===== src/rtl/id_ex_stage_if.sv =====
// ID/EX stage signal bundle: decode-side operands, forwarding taps, stage
// controls, and the registered EX-side results plus the load-use hazard flag.
interface id_ex_stage_if;
  logic        stall;
  logic        flush;
  logic        id_valid;
  logic [5:0]  id_op;
  logic [5:0]  id_funct;
  logic [4:0]  id_rs;
  logic [4:0]  id_rt;
  logic [4:0]  id_rd;
  logic [15:0] id_imm16;
  logic [31:0] id_busA;
  logic [31:0] id_busB;
  logic        exf_regwr;
  logic [4:0]  exf_rd;
  logic [31:0] exf_data;
  logic        memf_regwr;
  logic [4:0]  memf_rd;
  logic [31:0] memf_data;
  logic        ex_valid;
  logic [31:0] ex_busA;
  logic [31:0] ex_busB;
  logic [2:0]  ex_ALUctr;
  logic [31:0] ex_stdata;
  logic [4:0]  ex_dst;
  logic        ex_regwr;
  logic        ex_memwr;
  logic        ex_memtoreg;
  logic        ex_branch;
  logic        ex_illegal;
  logic        load_use;

  modport master (
    output stall, flush, id_valid, id_op, id_funct, id_rs, id_rt, id_rd,
           id_imm16, id_busA, id_busB, exf_regwr, exf_rd, exf_data,
           memf_regwr, memf_rd, memf_data,
    input  ex_valid, ex_busA, ex_busB, ex_ALUctr, ex_stdata, ex_dst,
           ex_regwr, ex_memwr, ex_memtoreg, ex_branch, ex_illegal, load_use
  );

  modport slave (
    input  stall, flush, id_valid, id_op, id_funct, id_rs, id_rt, id_rd,
           id_imm16, id_busA, id_busB, exf_regwr, exf_rd, exf_data,
           memf_regwr, memf_rd, memf_data,
    output ex_valid, ex_busA, ex_busB, ex_ALUctr, ex_stdata, ex_dst,
           ex_regwr, ex_memwr, ex_memtoreg, ex_branch, ex_illegal, load_use
  );
endinterface


===== src/rtl/id_ex_stage.sv =====
// ID/EX pipeline register: decodes the ID instruction, forwards operands from
// EX/MEM, detects load-use hazards, and captures bubbles on flush/hazard.
module id_ex_stage (
  input logic          clk,
  input logic          rst_n,
  id_ex_stage_if.slave bus
);
  localparam logic [5:0] OP_RTYPE = 6'b000000;
  localparam logic [5:0] OP_ADDIU = 6'b001001;
  localparam logic [5:0] OP_ORI   = 6'b001101;
  localparam logic [5:0] OP_LW    = 6'b100011;
  localparam logic [5:0] OP_SW    = 6'b101011;
  localparam logic [5:0] OP_BEQ   = 6'b000100;
  localparam logic [5:0] FN_ADD   = 6'b100000;
  localparam logic [5:0] FN_SUB   = 6'b100010;
  localparam logic [5:0] FN_AND   = 6'b100100;
  localparam logic [5:0] FN_OR    = 6'b100101;
  localparam logic [5:0] FN_SLT   = 6'b101010;
  localparam logic [2:0] ALU_AND  = 3'b000;
  localparam logic [2:0] ALU_OR   = 3'b001;
  localparam logic [2:0] ALU_ADD  = 3'b010;
  localparam logic [2:0] ALU_SUB  = 3'b110;
  localparam logic [2:0] ALU_LESS = 3'b111;

  typedef struct packed {
    logic        valid;
    logic [31:0] busa;
    logic [31:0] busb;
    logic [2:0]  aluctr;
    logic [31:0] stdata;
    logic [4:0]  dst;
    logic        regwr;
    logic        memwr;
    logic        memtoreg;
    logic        branch;
    logic        illegal;
  } ex_pkt_t;

  localparam ex_pkt_t BUBBLE = '{valid: 1'b0, busa: 32'd0, busb: 32'd0,
    aluctr: ALU_ADD, stdata: 32'd0, dst: 5'd0, regwr: 1'b0, memwr: 1'b0,
    memtoreg: 1'b0, branch: 1'b0, illegal: 1'b0};
  localparam ex_pkt_t ILLEGAL = '{valid: 1'b0, busa: 32'd0, busb: 32'd0,
    aluctr: ALU_ADD, stdata: 32'd0, dst: 5'd0, regwr: 1'b0, memwr: 1'b0,
    memtoreg: 1'b0, branch: 1'b0, illegal: 1'b1};

  // Register 0 is hard-wired, so it never takes a forwarded value.
  function automatic logic [31:0] fwd_sel(
    input logic [4:0]  src,
    input logic [31:0] regval,
    input logic        ex_we,
    input logic [4:0]  ex_rd,
    input logic [31:0] ex_data,
    input logic        mem_we,
    input logic [4:0]  mem_rd,
    input logic [31:0] mem_data
  );
    logic [31:0] val;
    if ((src != 5'd0) && ex_we && (ex_rd == src)) begin
      val = ex_data;
    end else if ((src != 5'd0) && mem_we && (mem_rd == src)) begin
      val = mem_data;
    end else begin
      val = regval;
    end
    return val;
  endfunction

  ex_pkt_t     ex_r;
  ex_pkt_t     ex_nxt_s;
  ex_pkt_t     dec_s;
  logic [31:0] fwd_a_s;
  logic [31:0] fwd_b_s;
  logic [31:0] imm_sext_s;
  logic [31:0] imm_zext_s;
  logic        legal_s;
  logic        uses_rt_s;
  logic        load_use_s;

  // Operand forwarding and instruction decode.
  always_comb begin
    fwd_a_s    = fwd_sel(bus.id_rs, bus.id_busA, bus.exf_regwr, bus.exf_rd,
                         bus.exf_data, bus.memf_regwr, bus.memf_rd, bus.memf_data);
    fwd_b_s    = fwd_sel(bus.id_rt, bus.id_busB, bus.exf_regwr, bus.exf_rd,
                         bus.exf_data, bus.memf_regwr, bus.memf_rd, bus.memf_data);
    imm_sext_s = {{16{bus.id_imm16[15]}}, bus.id_imm16};
    imm_zext_s = {16'd0, bus.id_imm16};
    legal_s    = 1'b1;
    dec_s      = BUBBLE;
    dec_s.valid = 1'b1;
    dec_s.busa  = fwd_a_s;
    case (bus.id_op)
      OP_RTYPE: begin
        dec_s.busb  = fwd_b_s;
        dec_s.dst   = bus.id_rd;
        dec_s.regwr = 1'b1;
        case (bus.id_funct)
          FN_ADD:  dec_s.aluctr = ALU_ADD;
          FN_SUB:  dec_s.aluctr = ALU_SUB;
          FN_AND:  dec_s.aluctr = ALU_AND;
          FN_OR:   dec_s.aluctr = ALU_OR;
          FN_SLT:  dec_s.aluctr = ALU_LESS;
          default: legal_s      = 1'b0;
        endcase
      end
      OP_ADDIU: begin
        dec_s.busb  = imm_sext_s;
        dec_s.dst   = bus.id_rt;
        dec_s.regwr = 1'b1;
      end
      OP_ORI: begin
        dec_s.busb   = imm_zext_s;
        dec_s.aluctr = ALU_OR;
        dec_s.dst    = bus.id_rt;
        dec_s.regwr  = 1'b1;
      end
      OP_LW: begin
        dec_s.busb     = imm_sext_s;
        dec_s.dst      = bus.id_rt;
        dec_s.regwr    = 1'b1;
        dec_s.memtoreg = 1'b1;
      end
      OP_SW: begin
        dec_s.busb   = imm_sext_s;
        dec_s.stdata = fwd_b_s;
        dec_s.memwr  = 1'b1;
      end
      OP_BEQ: begin
        dec_s.busb   = fwd_b_s;
        dec_s.aluctr = ALU_SUB;
        dec_s.branch = 1'b1;
      end
      default: legal_s = 1'b0;
    endcase
  end

  // Load-use hazard against the load currently held in EX.
  always_comb begin
    uses_rt_s  = (bus.id_op == OP_RTYPE) || (bus.id_op == OP_BEQ) || (bus.id_op == OP_SW);
    load_use_s = ex_r.valid && ex_r.memtoreg && (ex_r.dst != 5'd0) && bus.id_valid &&
                 ((ex_r.dst == bus.id_rs) || (uses_rt_s && (ex_r.dst == bus.id_rt)));
  end

  // Next stage contents: flush beats stall beats hazard beats capture.
  always_comb begin
    ex_nxt_s = BUBBLE;
    if (bus.flush) begin
      ex_nxt_s = BUBBLE;
    end else if (bus.stall) begin
      ex_nxt_s = ex_r;
    end else if (load_use_s) begin
      ex_nxt_s = BUBBLE;
    end else if (!bus.id_valid) begin
      ex_nxt_s = BUBBLE;
    end else if (!legal_s) begin
      ex_nxt_s = ILLEGAL;
    end else begin
      ex_nxt_s = dec_s;
    end
  end

  // Stage register.
  always_ff @(posedge clk or negedge rst_n) begin
    if (!rst_n) begin
      ex_r <= BUBBLE;
    end else begin
      ex_r <= ex_nxt_s;
    end
  end

  assign bus.ex_valid    = ex_r.valid;
  assign bus.ex_busA     = ex_r.busa;
  assign bus.ex_busB     = ex_r.busb;
  assign bus.ex_ALUctr   = ex_r.aluctr;
  assign bus.ex_stdata   = ex_r.stdata;
  assign bus.ex_dst      = ex_r.dst;
  assign bus.ex_regwr    = ex_r.regwr;
  assign bus.ex_memwr    = ex_r.memwr;
  assign bus.ex_memtoreg = ex_r.memtoreg;
  assign bus.ex_branch   = ex_r.branch;
  assign bus.ex_illegal  = ex_r.illegal;
  assign bus.load_use    = load_use_s;
endmodule


===== src/flat_wrapper.sv =====
// flat-port wrapper written by rule: the top's interface ports become plain ports
module id_ex_stage_flat 
  (clk, rst_n, bus_stall, bus_flush, bus_id_valid, bus_id_op, bus_id_funct, bus_id_rs, bus_id_rt, bus_id_rd, bus_id_imm16, bus_id_busA, bus_id_busB, bus_exf_regwr, bus_exf_rd, bus_exf_data, bus_memf_regwr, bus_memf_rd, bus_memf_data, bus_ex_valid, bus_ex_busA, bus_ex_busB, bus_ex_ALUctr, bus_ex_stdata, bus_ex_dst, bus_ex_regwr, bus_ex_memwr, bus_ex_memtoreg, bus_ex_branch, bus_ex_illegal, bus_load_use);
  id_ex_stage_if bus_i ();
  input logic clk;
  input logic rst_n;
  input wire logic [$bits(bus_i.stall)-1:0] bus_stall;
  input wire logic [$bits(bus_i.flush)-1:0] bus_flush;
  input wire logic [$bits(bus_i.id_valid)-1:0] bus_id_valid;
  input wire logic [$bits(bus_i.id_op)-1:0] bus_id_op;
  input wire logic [$bits(bus_i.id_funct)-1:0] bus_id_funct;
  input wire logic [$bits(bus_i.id_rs)-1:0] bus_id_rs;
  input wire logic [$bits(bus_i.id_rt)-1:0] bus_id_rt;
  input wire logic [$bits(bus_i.id_rd)-1:0] bus_id_rd;
  input wire logic [$bits(bus_i.id_imm16)-1:0] bus_id_imm16;
  input wire logic [$bits(bus_i.id_busA)-1:0] bus_id_busA;
  input wire logic [$bits(bus_i.id_busB)-1:0] bus_id_busB;
  input wire logic [$bits(bus_i.exf_regwr)-1:0] bus_exf_regwr;
  input wire logic [$bits(bus_i.exf_rd)-1:0] bus_exf_rd;
  input wire logic [$bits(bus_i.exf_data)-1:0] bus_exf_data;
  input wire logic [$bits(bus_i.memf_regwr)-1:0] bus_memf_regwr;
  input wire logic [$bits(bus_i.memf_rd)-1:0] bus_memf_rd;
  input wire logic [$bits(bus_i.memf_data)-1:0] bus_memf_data;
  output wire logic [$bits(bus_i.ex_valid)-1:0] bus_ex_valid;
  output wire logic [$bits(bus_i.ex_busA)-1:0] bus_ex_busA;
  output wire logic [$bits(bus_i.ex_busB)-1:0] bus_ex_busB;
  output wire logic [$bits(bus_i.ex_ALUctr)-1:0] bus_ex_ALUctr;
  output wire logic [$bits(bus_i.ex_stdata)-1:0] bus_ex_stdata;
  output wire logic [$bits(bus_i.ex_dst)-1:0] bus_ex_dst;
  output wire logic [$bits(bus_i.ex_regwr)-1:0] bus_ex_regwr;
  output wire logic [$bits(bus_i.ex_memwr)-1:0] bus_ex_memwr;
  output wire logic [$bits(bus_i.ex_memtoreg)-1:0] bus_ex_memtoreg;
  output wire logic [$bits(bus_i.ex_branch)-1:0] bus_ex_branch;
  output wire logic [$bits(bus_i.ex_illegal)-1:0] bus_ex_illegal;
  output wire logic [$bits(bus_i.load_use)-1:0] bus_load_use;
  assign bus_i.stall = bus_stall;
  assign bus_i.flush = bus_flush;
  assign bus_i.id_valid = bus_id_valid;
  assign bus_i.id_op = bus_id_op;
  assign bus_i.id_funct = bus_id_funct;
  assign bus_i.id_rs = bus_id_rs;
  assign bus_i.id_rt = bus_id_rt;
  assign bus_i.id_rd = bus_id_rd;
  assign bus_i.id_imm16 = bus_id_imm16;
  assign bus_i.id_busA = bus_id_busA;
  assign bus_i.id_busB = bus_id_busB;
  assign bus_i.exf_regwr = bus_exf_regwr;
  assign bus_i.exf_rd = bus_exf_rd;
  assign bus_i.exf_data = bus_exf_data;
  assign bus_i.memf_regwr = bus_memf_regwr;
  assign bus_i.memf_rd = bus_memf_rd;
  assign bus_i.memf_data = bus_memf_data;
  assign bus_ex_valid = bus_i.ex_valid;
  assign bus_ex_busA = bus_i.ex_busA;
  assign bus_ex_busB = bus_i.ex_busB;
  assign bus_ex_ALUctr = bus_i.ex_ALUctr;
  assign bus_ex_stdata = bus_i.ex_stdata;
  assign bus_ex_dst = bus_i.ex_dst;
  assign bus_ex_regwr = bus_i.ex_regwr;
  assign bus_ex_memwr = bus_i.ex_memwr;
  assign bus_ex_memtoreg = bus_i.ex_memtoreg;
  assign bus_ex_branch = bus_i.ex_branch;
  assign bus_ex_illegal = bus_i.ex_illegal;
  assign bus_load_use = bus_i.load_use;
  id_ex_stage u_core (.clk(clk), .rst_n(rst_n), .bus(bus_i));
endmodule

===== config.mk =====
export PLATFORM = sky130hd
export DESIGN_NAME = id_ex_stage_flat
export DESIGN_NICKNAME = d
export VERILOG_FILES = /design/src/rtl/id_ex_stage_if.sv /design/src/rtl/id_ex_stage.sv /design/src/flat_wrapper.sv
export SDC_FILE = /design/constraint.sdc
export NUM_CORES = 1
export LEC_CHECK = 0
export BUFFER_PORTS_ARGS = -buffer_cell sky130_fd_sc_hd__buf_4
export CAP_MARGIN = 15
export CORE_UTILIZATION = 29
export CTS_BUF_LIST = sky130_fd_sc_hd__clkbuf_8 sky130_fd_sc_hd__clkbuf_16
export CTS_CLUSTER_DIAMETER = 50
export CTS_CLUSTER_SIZE = 40
export DETAILED_ROUTE_END_ITERATION = 6
export SLEW_MARGIN = 15
export SYNTH_ARGS = -nofsm -noshare
export SYNTH_HDL_FRONTEND = slang
export SYNTH_SLANG_ARGS = --single-unit

===== constraint.sdc =====
create_clock -name clk -period 3.2 [get_ports clk]
set_input_delay 0.64 -clock clk [delete_from_list [all_inputs] [get_ports clk]]
set_output_delay 0.64 -clock clk [all_outputs]
set_load 0.01 [all_outputs]

==> results.md <==
- Post-route design area: about 10000 um^2
- Setup WS post-layout: a little under 700 ps
- Layout cell share with drive strength beyond 1: 33.8%
- Hold WC Path Type: in -> async
- Period utilisation layout: 78.8%
- Gpl congestion: approximately 0.87
- Commonest non-fill, non-tap cells in the layout: 321 x buf_4, 109 x dfrtp_1, 94 x nand2_1
- Cell count after synthesis: 814
- Most common cell after layout, fill and taps aside: buf_4
- Clock tree from TritonCTS: built
- Hold slack: between 200 and 250 ps
- Placed Area: between 9000 and 10000 um^2
- CTS max path bufs: 2
- Via Count: between 7000 and 8000
- Vias in the first global route: just under 8000
- Synth area leader: dfrtp_1
- First-pass iteration count of the detailed router: 5
- Yosys cell types: 50
- P_leak: 4.56 nW
- Final ANT Viol Nets: 0
- Htree depth: 3
- Mapped Avg Cell Area: about 9 um^2
- Critical Path Sink Type: output pin
- Total GRT Usage: a little under a quarter
- Layout area overhead: 41.1%
- Clock slew at reported path FFs: around 90 ps
- Max_cap viols: 0
- Clk Tree Root Cell: clkbuf_16
- Required time worst endpoint: 2560 ps
- Final Skew: between 15 and 20 ps
- Fillcell total: about 2500
- CP Data Arrival Time: 1880 ps
- Mapped cell area: slightly above 7000 um^2
- Slew Limit Fails: 0
- CORE AREA: approximately 24000 um^2
- WL/cell: approximately 21 um
- # setup viols final: 0
- Startpoint types: input pin
- First-pass GRT wire length: around 46000 um
- Fmax: a little under 400 MHz
- Ys async rst share: 100%
- CP Max Fanout: 4
- Yosys top cell area share: roughly two fifths
- Syn nets: 1002
- Footprint of the multi-input gates: roughly 3900 um^2
- Starting DRT DRC Count: about 650
- Vias/cell: around 5.4
- Worst vdd ir: around 0.00026 V
- Crit path kind: in -> out
- Most common cell on crit path: buf_4
- Die width: 159 um
- Hold Buf Count CTS: 0
- Largest net degree at the start of global routing: ~130
- Pre-CTS setup slack: 538 ps
- CP max stage cell: nor4_1
- Row cnt: between 50 and 60
- Setup bufs post-CTS: 0
- Register area: roughly 2800 um^2
- I/O pin cnt: 299
- Final Hold Fails: 0
- Worst slew pin tran: approximately 670 ps
- Initial antenna violation count: 1
- Status: finished clean
- RSZ-0062 raised after global routing: no
- Overflow after GRT: 0
- Synth area leaders: dfrtp_1 38%, o31ai_1 7.6%, a21boi_0 4.9%, nand2_1 4.9%, a22oi_1 3.9%
- Nets@finish: ~1300
- Pwr Density: 319 nW/um^2
- #FFs+latches synth: 110
- Seq/Total Area, Yosys: slightly below 40%
- Worst-skew pair later-pin latency: between 300 and 400 ps
- Post-DP HPWL: 21900 um
- Max_slew headroom: around 55%
- Initial Util: between 20 and 30%
- PortBufs: around 300
- Die area: roughly 25000 um^2
- Post-synth EDFFs: 0
- CP cell instances: buf_4, nor4_1, a31o_2, nand4_1, nand2_1, buf_4
- Crit path time final: 2520 ps
- Synth Flop Type: dfrtp_1
- Die Y: roughly 160 um
- Max stage delay on crit path: ~500 ps
- Setup_tns: 0 ps
- Yosys warnings: 0
- DRC errors left: 0
- Clk sinks: between 100 and 150
- Routed WL: 30100 um
- TritonCTS Buffers: 9
- Gates resized, CTS repair: 0
## layout make-up
type | count | area share (%)
Tap cell | 324 | 4.02
Multi-Input combinational cell | 577 | 38.8
Clock inverter | 6 | 0.657
Sequential cell | 110 | 27.3
Timing Repair Buffer | 328 | 25.3
Inverter | 43 | 1.60
Antenna cell | 1 | 0.0248
Clock buffer | 10 | 2.37
## registers in the layout (all words and copies together), names as in the netlist
name	flops
u_core.bus.ex_branch	1
u_core.bus.ex_ALUctr	3
u_core.bus.ex_busA	32
u_core.bus.ex_busB	32
u_core.bus.ex_memtoreg	1
u_core.bus.ex_dst	5
u_core.bus.ex_illegal	1
u_core.bus.ex_memwr	1
u_core.bus.ex_stdata	32
u_core.bus.ex_regwr	1
u_core.bus.ex_valid	1
## power breakdown
group	switching (mW)	internal, mW
clock network	0.563	0.637
registers	0.00289	1.39
logic	0.348	0.275
total	0.914	2.30
## logic make-up (layout without fill, tap and decap cells)
family | after synthesis | after routing | synth area share (%)
xor+xnor | 30 | 30 | 3.67
buf+inv | 127 | 387 | 7.52
simple gates | 233 | 233 | 17.5
other cells | 0 | 1 | 0
flops | 110 | 110 | 38.5
mux | 1 | 1 | 0.140
compound gates | 313 | 313 | 32.7
## layer usage
| layer | part of all wire [%] | GRT usage (%) | routed length [um] | vias to the layer above |
|---|---|---|---|---|
| met5 | 0 | 0 | 0 | - |
| met4 | 2.0 | 7.74 | 595 | 0 |
| met3 | 7.4 | 5.86 | 2240 | 31 |
| met2 | 48 | 38.9 | 14300 | 322 |
| met1 | 43 | 30.2 | 12900 | 3701 |
| li1 | - | - | - | 3570 |
## per-stage QoR
| stage | util, % | power, mW | instances |
|---|---|---|---|
| finish | 41.6 | 3.22 | 1399 |
| floorplan | - | 1.68 | 814 |
| global placement | 40.4 | 2.04 | 1382 |
| CTS | 41.6 | 3.25 | 1398 |
| detailed placement | 40.4 | 2.04 | 1382 |
| global route | 41.6 | 3.35 | 1399 |
## critical path: cells and delay by family
kind	cells	cell delay, ps
AND/OR/NAND/NOR	3	800
buffers and inverters	2	260
AO/OA/AOI/OAI	1	190
## final timing paths
| path | depth (start not counted) | endpoint | startpoint | slack, ps |
|---|---|---|---|---|
| worst max register to register | 6 | u_core.bus.ex_stdata[14]$_DFFE_PN0P_ | u_core.bus.ex_dst[0]$_DFFE_PN0P_ | 980 |
| max in group asynchronous | 2 | u_core.bus.ex_busA[14]$_DFFE_PN0P_ | rst_n | 2280 |
| worst min register to register | 2 | u_core.bus.ex_ALUctr[1]$_DFFE_PN1P_ | u_core.bus.ex_ALUctr[1]$_DFFE_PN1P_ | 470 |
| min in group clk | 2 | u_core.bus.ex_ALUctr[1]$_DFFE_PN1P_ | u_core.bus.ex_ALUctr[1]$_DFFE_PN1P_ | 470 |
| worst max-delay path | 6 | bus_load_use | bus_id_op[1] | 680 |
| worst min-delay path | 1 | u_core.bus.ex_regwr$_DFFE_PN0P_ | rst_n | 230 |
## Yosys cell counts (18+ instances only)
cell and instances:
buf_2 19, and3_1 33, clkbuf_1 56, nand2_1 94, nand3b_1 25, o211ai_1 25, a32o_1 25, inv_1 43
a21boi_0 47, o31ai_1 72, o21ai_0 36, a22oi_1 37, or3_1 18, dfrtp_1 109, a21oi_1 20, o311ai_1 31
No activity file was read; power rests on OpenSTA's default activity.
